$ cat src/rtl/data_mem_access_ctrl.sv
// MEM-stage data-memory access controller: alignment check, store lane
// shaping and a req/ack handshake that stalls the pipeline while in flight.
module data_mem_access_ctrl #(
  parameter int unsigned TIMEOUT = 15
) (
  input  logic        Clk,
  input  logic        Reset_n,
  input  logic        Read,
  input  logic        Write,
  input  logic [31:0] Addr,
  input  logic [31:0] StoreData,
  input  logic [1:0]  BHW,
  input  logic        ExtendSign,
  output logic        Stall,
  output logic [31:0] LoadWord,
  output logic [1:0]  LoadBHW,
  output logic [1:0]  LoadLower2,
  output logic        LoadExtendSign,
  output logic        LoadValid,
  output logic        AccessErr,
  output logic        BusErr,
  output logic        MemReq,
  output logic        MemWE,
  output logic [31:0] MemAddr,
  output logic [31:0] MemWData,
  output logic [3:0]  MemBE,
  input  logic        MemAck,
  input  logic [31:0] MemRData
);

  localparam int unsigned CW = $clog2(TIMEOUT + 2);
  localparam logic [CW-1:0] TO_V = CW'(TIMEOUT);
  localparam bit TO_EN = (TIMEOUT != 0);

  typedef enum logic [1:0] {
    IDLE = 2'd0,
    BUSY = 2'd1,
    DONE = 2'd2
  } state_t;

  state_t        state;
  state_t        state_nxt;
  logic [CW-1:0] cnt;
  logic [CW-1:0] cnt_nxt;

  logic          req;
  logic          is_byte;
  logic          is_half;
  logic          is_word;
  logic          misalign;
  logic          illegal;
  logic          accept;
  logic          ack_hit;
  logic          to_hit;

  logic [31:0]   lane_wdata;
  logic [3:0]    lane_be;
  logic [1:0]    lane_low;

  logic          r_we;
  logic [29:0]   r_addr;
  logic [31:0]   r_wdata;
  logic [3:0]    r_be;
  logic [1:0]    r_bhw;
  logic [1:0]    r_low;
  logic          r_es;

  assign req = Read | Write;

  always_comb begin
    is_byte  = 1'b0;
    is_half  = 1'b0;
    is_word  = 1'b0;
    misalign = 1'b0;
    unique case (BHW)
      2'd0: is_byte = 1'b1;
      2'd1: begin
        is_half  = 1'b1;
        misalign = Addr[0];
      end
      2'd2: begin
        is_word  = 1'b1;
        misalign = |Addr[1:0];
      end
      default: ;
    endcase
  end

  assign illegal = ~(is_byte | is_half | is_word)
                 | misalign
                 | (Read & Write);
  assign accept  = (state == IDLE) & req & ~illegal;

  // Loads always fetch the full word; lane selection happens downstream.
  always_comb begin
    lane_wdata = StoreData;
    lane_be    = 4'b1111;
    lane_low   = 2'b00;
    unique case (1'b1)
      is_byte: begin
        lane_wdata = {4{StoreData[7:0]}};
        lane_be    = 4'b0001 << Addr[1:0];
        lane_low   = Addr[1:0];
      end
      is_half: begin
        lane_wdata = {2{StoreData[15:0]}};
        lane_be    = Addr[1] ? 4'b1100 : 4'b0011;
        lane_low   = {1'b0, Addr[1]};
      end
      default: ;
    endcase
    if (!Write) begin
      lane_be = 4'b1111;
    end
  end

  always_comb begin
    state_nxt = state;
    cnt_nxt   = cnt;
    ack_hit   = 1'b0;
    to_hit    = 1'b0;
    unique case (state)
      IDLE: begin
        if (accept) begin
          state_nxt = BUSY;
          cnt_nxt   = '0;
        end
      end
      BUSY: begin
        cnt_nxt = cnt + CW'(1);
        if (MemAck) begin
          ack_hit   = 1'b1;
          state_nxt = DONE;
        end else if (TO_EN && (cnt_nxt == TO_V)) begin
          to_hit    = 1'b1;
          state_nxt = DONE;
        end
      end
      DONE: state_nxt = IDLE;
      default: state_nxt = IDLE;
    endcase
  end

  always_ff @(posedge Clk or negedge Reset_n) begin
    if (!Reset_n) begin
      state          <= IDLE;
      cnt            <= '0;
      r_we           <= 1'b0;
      r_addr         <= '0;
      r_wdata        <= '0;
      r_be           <= '0;
      r_bhw          <= '0;
      r_low          <= '0;
      r_es           <= 1'b0;
      LoadWord       <= '0;
      LoadBHW        <= '0;
      LoadLower2     <= '0;
      LoadExtendSign <= 1'b0;
      LoadValid      <= 1'b0;
      AccessErr      <= 1'b0;
      BusErr         <= 1'b0;
    end else begin
      state     <= state_nxt;
      cnt       <= cnt_nxt;
      AccessErr <= (state == IDLE) & req & illegal;
      BusErr    <= to_hit;
      LoadValid <= ack_hit & ~r_we;
      if (accept) begin
        r_we    <= Write;
        r_addr  <= Addr[31:2];
        r_wdata <= lane_wdata;
        r_be    <= lane_be;
        r_bhw   <= BHW;
        r_low   <= lane_low;
        r_es    <= ExtendSign;
      end
      if (ack_hit && !r_we) begin
        LoadWord       <= MemRData;
        LoadBHW        <= r_bhw;
        LoadLower2     <= r_low;
        LoadExtendSign <= r_es;
      end
    end
  end

  // Reset gates the accept term so Stall drops the instant reset asserts.
  assign MemReq   = (state == BUSY);
  assign Stall    = MemReq | (accept & Reset_n);
  assign MemWE    = r_we;
  assign MemAddr  = {r_addr, 2'b00};
  assign MemWData = r_wdata;
  assign MemBE    = r_be;

endmodule
$ cat config.mk
export PLATFORM = sky130hd
export DESIGN_NAME = data_mem_access_ctrl
export DESIGN_NICKNAME = d
export VERILOG_FILES = /design/src/rtl/data_mem_access_ctrl.sv
export SDC_FILE = /design/constraint.sdc
export NUM_CORES = 1
export LEC_CHECK = 0
export ABC_AREA = 1
export CAP_MARGIN = 30
export CORE_MARGIN = 3
export CORE_UTILIZATION = 39
export DETAILED_ROUTE_END_ITERATION = 12
export PLACE_DENSITY = 0.81
export REMOVE_ABC_BUFFERS = 1
export SLEW_MARGIN = 25
export SYNTH_ARGS = -nofsm -noshare
export SYNTH_HDL_FRONTEND = slang
export SYNTH_SLANG_ARGS = --single-unit
$ cat constraint.sdc
create_clock -name Clk -period 3.19 [get_ports Clk]
set_clock_uncertainty 0.15 [all_clocks]
set_input_delay 0.957 -clock Clk [delete_from_list [all_inputs] [get_ports Clk]]
set_output_delay 0.957 -clock Clk [all_outputs]
set_load 0.01 [all_outputs]
==> metrics.md, run 1 <==
| Metric | Value |
|---|---|
| Critical path required time | 2080 ps |
| Wire per inst | 13.95 µm |
| Peak supply drop | 0.4941 mV |
| Drt first pass iters | 4 |
| CTS Buffer Depth | 2 |
| Relative slew slack | 48.72% |
| Crit path max fanout | 3 |
| Antenna violations before repair | 0 |
| Largest net degree at the start of global routing | 106 |
| Final Hold Viols | 0 |
| Root Buffer | clkbuf_16 |
| Power Density | 935.7 nW/µm² |
| Num CTS Buffers | 17 |
| Crit path kind | input pin to primary output |
| Final #Nets | 903 |
| Slew @ Worst Pin | 769.2 ps |
| Reg-to-Reg End | MemWData[16] |
| Cell variety after synth | 26 |
| Lkg Pwr | 3.865 nW |
| Startpoint Class | input pin |
| Std-Cell Rows | 41 |
| Util after Layout | 63.24% |
| Diodes inserted | 0 |
| H-tree levels | 4 |
| Core area | 12670 µm² |
| Worst path slowest cell | ha_1 |
| CTS clock-pin slew for the worst setup and hold paths | 50 ps |
| Vias in the first global route | 4480 |
| HP Class | flip-flop to flip-flop |
| DR iter-0 viols | 280 |
| R2r setup slk | 1130 ps |
| TritonCTS clock tree | yes |
| Hold Path Stages | 2 |
| Final Max Slew Viols | 0 |
| I/O pins | 215 |
| Final wirelength | 13650 µm |
| Max Freq | 319.1 MHz |
| Global route overflow | 0 |
| Vias | 4446 |
| Die ar. | 14430 µm² |
| Starting Density | 40.10% |
| Crit end category | primary output |
| Max cap viols | 0 |
| Antenna Violating Nets Remaining | 0 |
| Critical path origin | BHW[0] |
| Worst Min Path Start | r_es |
| Setup violations, final | 0 |
| Crit path DAT | 2030 ps |
| Min Tclk post-route | 3134 ps |
| Hold_buf cts | 0 |
| Reg2Reg Launch Point | state[1] |
| Placed inst area | 7328 µm² |
| WHS Endpoint | LoadExtendSign |
| Final HPWL DP | 9635 µm |
| Area delta synth->final | 57.70% |
| Clock Sinks | 119 |
| IO Port Bufs | 212 |
| Status | complete, no violations |
| Mean cell area of the mapped netlist | 8.837 µm² |
| Vias/cell | 4.546 |
| Yosys warnings | 0 |
| Commonest non-fill, non-tap cells in the layout | 216 x nand2_1, 204 x clkdlybuf4s50_1, 119 x dfrtp_1 |
| Die height | 120.1 µm |
| Residual DRC | 0 |
| Mapped Cells | 575 |
| First-pass GRT wire length | 22250 µm |
| Final instance area | 8013 µm² |
| Most common cell after layout, fill and taps aside | nand2_1 |
| Die width | 120.1 µm |
| Critical path cell sequence | clkdlybuf4s15_1 -> inv_2 -> ha_1 -> nand3_2 -> nand3_4 -> o21ai_2 -> buf_2 |
| Post-Synthesis Cell Area | 5081 µm² |
| Yosys reg bits | 119 |
| Seq/Total Area, Yosys | 58.61% |
| GRT Total Usage | 19.59% |
| Slowest stage delay, CP | 300 ps |
| Placer Congestion | 0.7767 |
| Share of cells above drive strength 1 | 8.561% |
| Clk Latency, worst-skew pair | 400 ps |
| R2r worst-path depth | 5 |
| Crit share post-route | 98.25% |
worst max-delay path by stage:
stage / to / depth (start not counted) / slack (ps)
floorplan: Stall / 7 / -1550
global placement: Stall / 9 / -720
detailed placement: Stall / 9 / -720
CTS: Stall / 7 / 30
global route: Stall / 9 / -30
finish: Stall / 7 / 60
synthesized netlist by cell type:
cell / number / area [µm²]
a21boi_0: 1 / 7.510
a21oi_1: 21 / 105.1
buf_2: 7 / 35.03
buf_4: 6 / 45.04
buf_6: 9 / 101.4
buf_8: 1 / 15.01
clkbuf_1: 6 / 22.52
clkbuf_2: 1 / 5.000
conb_1: 1 / 3.750
dfrtp_1: 119 / 2978
ha_1: 6 / 75.07
inv_1: 57 / 214.0
inv_2: 1 / 3.750
nand2_1: 216 / 810.8
nand3_1: 10 / 50.05
nand3_2: 1 / 10.01
nand4_1: 1 / 6.260
nor2_1: 14 / 52.55
nor2_2: 1 / 6.260
nor2_4: 1 / 11.26
nor3_2: 1 / 10.01
o21ai_0: 78 / 390.4
o21ai_1: 4 / 20.02
o21ai_2: 10 / 87.58
or2_2: 1 / 6.260
xnor2_1: 1 / 8.760
where the power goes:
group | switching, mW | internal, mW
Combinational | 1.26 | 1.53
Clock | 0.646 | 1.49
Sequential | 0.377 | 2.19
registers in the layout, indices dropped and copies added, names as in the netlist, 2 cells and up:
signal,flops
cnt,5
r_low,2
state,2
LoadBHW,2
LoadWord,32
LoadLower2,2
MemBE,4
r_addr,30
r_bhw,2
MemWData,32
cell families (layout without fill, tap and decap cells):
kind of cell | count (synthesis) | in the layout | synth area share [%]
AO/OA/AOI/OAI | 114 | 114 | 12.02
XOR/XNOR | 1 | 1 | 0.1724
adder cells (fa/ha/maj) | 6 | 6 | 1.477
buffers and inverters | 88 | 318 | 8.692
flip-flops | 119 | 119 | 58.61
other | 1 | 2 | 0.07380
AND/OR/NAND/NOR | 246 | 246 | 18.96
layer usage:
layer  routed length [µm]  up-vias  part of all wire, %  GRT usage, %
met4                  204        0                  1.5         7.087
met5                    0        -                    0             0
met3                 1102       17                  8.1         7.257
met1                 5822     2040                   43         24.26
met2                 6517      158                   48         31.44
li1                     -     2231                    -             -
per-stage QoR:
step / hold slack [ps] / setup slack, ps / instances / total power [mW] / setup TNS, ps
after global placement: 302.3 / -715.2 / 945 / 5.327 / -20390
after CTS: 322.0 / 32.62 / 978 / 7.591 / 0
after global routing: 335.5 / -27.45 / 978 / 7.984 / -27.45
final: 316.2 / 55.92 / 978 / 7.498 / 0
after detailed placement: 308.3 / -722.3 / 945 / 5.404 / -24350
after floorplan: 292.2 / -1549 / 546 / 3.633 / -42520
critical path: cells and delay by family:
kind	cells	cell delay [ps]
AND/OR/NAND/NOR	2	200
buffers and inverters	3	440
adder cells (fa/ha/maj)	1	300
AO/OA/AOI/OAI	1	130
timing repair:
| item | 4_1_cts | 5_1_grt |
|---|---|---|
| resized for setup | 13 | 6 |
| buffers inserted | 1 | 0 |
| setup endpoints to repair | 24 | 24 |
| pin swaps | 1 | 0 |
layout make-up:
cell class                      instances  area (µm²)
Clock buffer                           25       505.5
Clock inverter                          7       162.7
Fill cell                            1092        4658
Inverter                               58       217.7
Multi-Input combinational cell        369        1685
Sequential cell                       119        2978
Tap cell                              172       215.2
Timing Repair Buffer                  228        2248
Power figures use the tool's default switching activity.
==> inputs of run 2 (changes only) <==
Settings changed: CORE_MARGIN 3 to 1, SETUP_SLACK_MARGIN set to 0.2.
==> metrics.md, run 2 (synthesized netlist as in run 1, its figures left out) <==
| Metric | Value |
|---|---|
| Max cap viols | 0 |
| Clk Latency, worst-skew pair | 410 ps |
| Share of cells above drive strength 1 | 11.81% |
| Placed cells | 946 |
| Startpoint Class | input pin |
| Relative slew slack | 57.38% |
| Final wirelength | 13520 µm |
| Util after Layout | 64.22% |
| Drt first pass iters | 4 |
| H-tree levels | 4 |
| Reg2Reg Launch Point | state[1] |
| Std-Cell Rows | 41 |
| First-pass GRT wire length | 21170 µm |
| Slowest stage delay, CP | 180 ps |
| Starting Density | 40.10% |
| Antenna Violating Nets Remaining | 0 |
| Clock Sinks | 119 |
| Crit path max fanout | 3 |
| Power Density | 906.0 nW/µm² |
| Wire per inst | 13.61 µm |
| Critical Path Stages | 9 |
| Vias/cell | 4.514 |
| Critical path required time | 2080 ps |
| HP Class | flip-flop to flip-flop |
| Lkg Pwr | 3.899 nW |
| Most common cell after layout, fill and taps aside | nand2_1 |
| Crit path DAT | 1840 ps |
| Reg-to-Reg End | MemWData[24] |
| Crit path kind | input pin to primary output |
| CP delay by family, top | buffers and inverters |
| Vias | 4482 |
| GRT Total Usage | 20.53% |
| Status | complete, no violations |
| Largest net degree at the start of global routing | 98 |
| Die height | 116.1 µm |
| Die width | 116.1 µm |
| R2r setup slk | 1060 ps |
| TritonCTS clock tree | yes |
| Critical path cell sequence | buf_8 -> inv_4 -> ha_2 -> inv_2 -> nand2_2 -> nand3_2 -> nand3_4 -> o21ai_2 -> buf_2 |
| I/O pins | 215 |
| IO Port Bufs | 212 |
| Setup TNS | 0 ps |
| Antenna violations before repair | 0 |
| Residual DRC | 0 |
| Min Tclk post-route | 2945 ps |
| Commonest non-fill, non-tap cells in the layout | 214 x nand2_1, 204 x clkdlybuf4s50_1, 119 x dfrtp_1 |
| Worst path slowest cell | ha_2 |
| CP Capture Point | Stall |
| Slew @ Worst Pin | 639.4 ps |
| Max Freq | 339.5 MHz |
| Crit share post-route | 92.33% |
| Num CTS Buffers | 17 |
| Post-Layout Cell Count | 993 |
| DR iter-0 viols | 286 |
| Peak supply drop | 0.4149 mV |
| Core area | 12670 µm² |
| Final HPWL DP | 9304 µm |
| Area delta synth->final | 60.16% |
| WP buf/inv | 4 |
| Final Max Slew Viols | 0 |
| Critical path origin | BHW[0] |
| Final Hold Viols | 0 |
| Placer Congestion | 0.7320 |
| Crit end category | primary output |
| Die ar. | 13490 µm² |
| Unrepaired setup endpoints after global routing | false |
| Diodes inserted | 0 |
| CTS Buffer Depth | 2 |
| Global route overflow | 0 |
| Root Buffer | clkbuf_16 |
| Final #Nets | 918 |
| R2r worst-path depth | 6 |
| Setup violations, final | 0 |
| CTS clock-pin slew for the worst setup and hold paths | 50 ps |
| Vias in the first global route | 4318 |
## run 2: cell count changes in the layout (fill, tap and decap cells not counted), sizes merged
cell,change
clkinvlp,+3
buf,+18
dlymetal6s2s,-2
clkdlybuf4s15,+1
clkinv,+2
bufinv,-2
dlygate4sd2,-1
clkbuf,-4
## run 2: where the power goes
part / switching [mW] / internal, mW
clock: 0.676 / 1.33
sequential: 0.386 / 2.19
combinational: 1.24 / 1.55
## run 2: repair_timing
| action | in CTS | in global routing |
|---|---|---|
| hold buffers | 0 | 0 |
| pin swaps | 5 | 5 |
| endpoints found under the setup margin | 28 | 30 |
| buffers inserted | 11 | 3 |
| gates resized for setup | 34 | 10 |
## run 2: worst reg2reg max path: stages, from the launching register on
cell	delay (ps)
dfrtp_1	400
nor3_2	90
nand3_4	70
buf_4	110
buf_6	470
buf_4	540
o21ai_0	160
## run 2: area by class of cell
class / instances / area [µm²]
Inverter: 58 / 222.7
Timing Repair Buffer: 243 / 2365
Fill cell: 1085 / 4533
Clock buffer: 22 / 494.2
Clock inverter: 10 / 142.6
Multi-Input combinational cell: 369 / 1720
Tap cell: 172 / 215.2
Sequential cell: 119 / 2978
## run 2: worst min path at each step
stage,endpoint,depth (start not counted),startpoint
finish,LoadExtendSign,2,r_es
global placement,LoadLower2[1],2,r_low[1]
detailed placement,LoadLower2[1],2,r_low[1]
global route,LoadExtendSign,2,r_es
floorplan,LoadBHW[0],2,r_bhw[0]
CTS,LoadLower2[1],2,r_low[1]
## run 2: per-layer routing
metal,GRT usage [%],vias up,share of wire (%)
met5,0,-,0
li1,-,2256,-
met1,25.10,2048,43
met3,6.746,13,8.0
met4,7.179,0,1.2
met2,34.09,165,48
## run 2: per-stage QoR
stage / power, mW / hold slack (ps) / setup slack (ps) / cell area (µm²)
2_1_floorplan: 3.633 / 292.2 / -1549 / 4861
3_3_place_gp: 5.309 / 301.1 / -772.7 / 7323
3_5_place_dp: 5.382 / 310.3 / -799.3 / 7323
4_1_cts: 7.453 / 319.1 / 201.6 / 8064
5_1_grt: 7.841 / 344.8 / 191.9 / 8138
6_report: 7.373 / 320.3 / 244.5 / 8138
==> inputs of run 3 (changes only) <==
Settings changed: TNS_END_PERCENT set to 30.
==> metrics.md, run 3 (synthesized netlist as in run 1, its figures left out) <==
| Metric | Value |
|---|---|
| Status | complete, no violations |
| Setup TNS | 0 ps |
| Max cap viols | 0 |
| NetSw | 2.298 mW |
| CTS Buffer Depth | 2 |
| Max Freq | 332.9 MHz |
| First-pass GRT wire length | 21170 µm |
| Crit end category | primary output |
| Crit path DAT | 1900 ps |
| Util after Layout | 63.83% |
| Placer Congestion | 0.7320 |
| Hold Path Stages | 2 |
| Reg-to-Reg End | MemWData[24] |
| Power, Total | 7.361 mW |
| Worst Min Path Start | r_es |
| Slew @ Worst Pin | 639.8 ps |
| TritonCTS clock tree | yes |
| R2r worst-path depth | 5 |
| Crit share post-route | 94.17% |
| Wire per inst | 13.60 µm |
| Final #Nets | 915 |
| Clock group share of total power | 27.3% |
| Crit path max fanout | 3 |
| Antenna Violating Nets Remaining | 0 |
| R2r setup slk | 1170 ps |
| Flop pwr share | 35.0% |
| GRT Total Usage | 20.53% |
| Antenna violations before repair | 0 |
| Most common cell after layout, fill and taps aside | nand2_1 |
| Relative slew slack | 57.35% |
| WHS Endpoint | LoadExtendSign |
| Final Hold Viols | 0 |
| Root Buffer | clkbuf_16 |
| Net Sw Frac | 31.21% |
| H-tree levels | 4 |
| Reg2Reg Launch Point | state[1] |
| Min Tclk post-route | 3004 ps |
| Lkg Pwr | 3.887 nW |
| Peak supply drop | 0.4149 mV |
| Die width | 116.1 µm |
| Drt first pass iters | 4 |
| Num CTS Buffers | 17 |
| Vias in the first global route | 4318 |
| Global route overflow | 0 |
| DR iter-0 viols | 282 |
| Crit path kind | input pin to primary output |
| IO Port Bufs | 212 |
| Share of cells above drive strength 1 | 10.88% |
| Vias | 4464 |
| Clk Latency, worst-skew pair | 410 ps |
| Final wirelength | 13460 µm |
| Internal power | 5.063 mW |
| Dpl ws | -799.3 ps |
| Clock Sinks | 119 |
| Vias/cell | 4.509 |
| Critical path required time | 2080 ps |
| Residual DRC | 0 |
| Final WS setup | 185.9 ps |
| Power Density | 910.1 nW/µm² |
| CTS clock-pin slew for the worst setup and hold paths | 50 ps |
| Die ar. | 13490 µm² |
| HP Class | flip-flop to flip-flop |
| Starting Density | 40.10% |
| Core area | 12670 µm² |
| Die height | 116.1 µm |
| Hold WS | 318.2 ps |
| Final Max Slew Viols | 0 |
| Startpoint Class | input pin |
| Largest net degree at the start of global routing | 98 |
| Area delta synth->final | 59.17% |
| Unrepaired setup endpoints after global routing | true |
| Final HPWL DP | 9304 µm |
| Std-Cell Rows | 41 |
| Setup violations, final | 0 |
| Commonest non-fill, non-tap cells in the layout | 216 x nand2_1, 204 x clkdlybuf4s50_1, 119 x dfrtp_1 |
| I/O pins | 215 |
| Combinational power share | 37.7% |
| Diodes inserted | 0 |
run 3: changes by cell type in the layout (fill, tap and decap cells not counted), moves of 2 or more:
cell	before	now
nand2_2	2	0
buf_4	30	27
ha_1	2	4
nand2_1	214	216
run 3: area by class of cell:
class / count / area [µm²]
fillers: 1087 / 4583
flip-flops and latches: 119 / 2978
repair buffers: 240 / 2337
multi-input cells: 369 / 1700
clock buffers: 22 / 494.2
inverters: 58 / 220.2
well taps: 172 / 215.2
clock inverters: 10 / 142.6
run 3: routing by layer:
layer,wire length (µm),GRT usage (%)
met3,1032,6.746
met2,6497,34.09
met1,5769,25.10
met4,161,7.179
met5,0,0
run 3: worst max-delay path by stage:
stage | start | endpoint
global route | Read | Stall
CTS | Read | Stall
global placement | BHW[1] | Stall
detailed placement | BHW[1] | Stall
floorplan | BHW[1] | Stall
finish | BHW[0] | Stall
run 3: power groups by stage:
stage	Sequential [mW]	Combinational [mW]	Clock, mW
finish	2.58	2.78	2.01
global route	2.66	3.06	2.12
CTS	2.58	2.81	2.06
detailed placement	2.58	2.80	0
global placement	2.57	2.74	0
floorplan	2.87	0.765	0
run 3: what timing repair did:
action	4_1_cts	5_1_grt
endpoints found under the setup margin	28	30
cloned	0	0
hold buffers	0	0
resized for setup	34	1
buffers inserted	11	0
pin swaps	5	0
run 3: critical path, cell delays in order:
cell and delay, ps:
buf_6 110, inv_4 40, ha_1 190, inv_1 60, nand2_1 60, nand3_2 100, nand3_4 80, o21ai_2 160
buf_2 150
run 3: stage by stage:
stage	std cells	area, µm²
2_1_floorplan	546	4861
3_3_place_gp	946	7323
3_5_place_dp	946	7323
4_1_cts	989	8064
5_1_grt	990	8088
6_report	990	8088
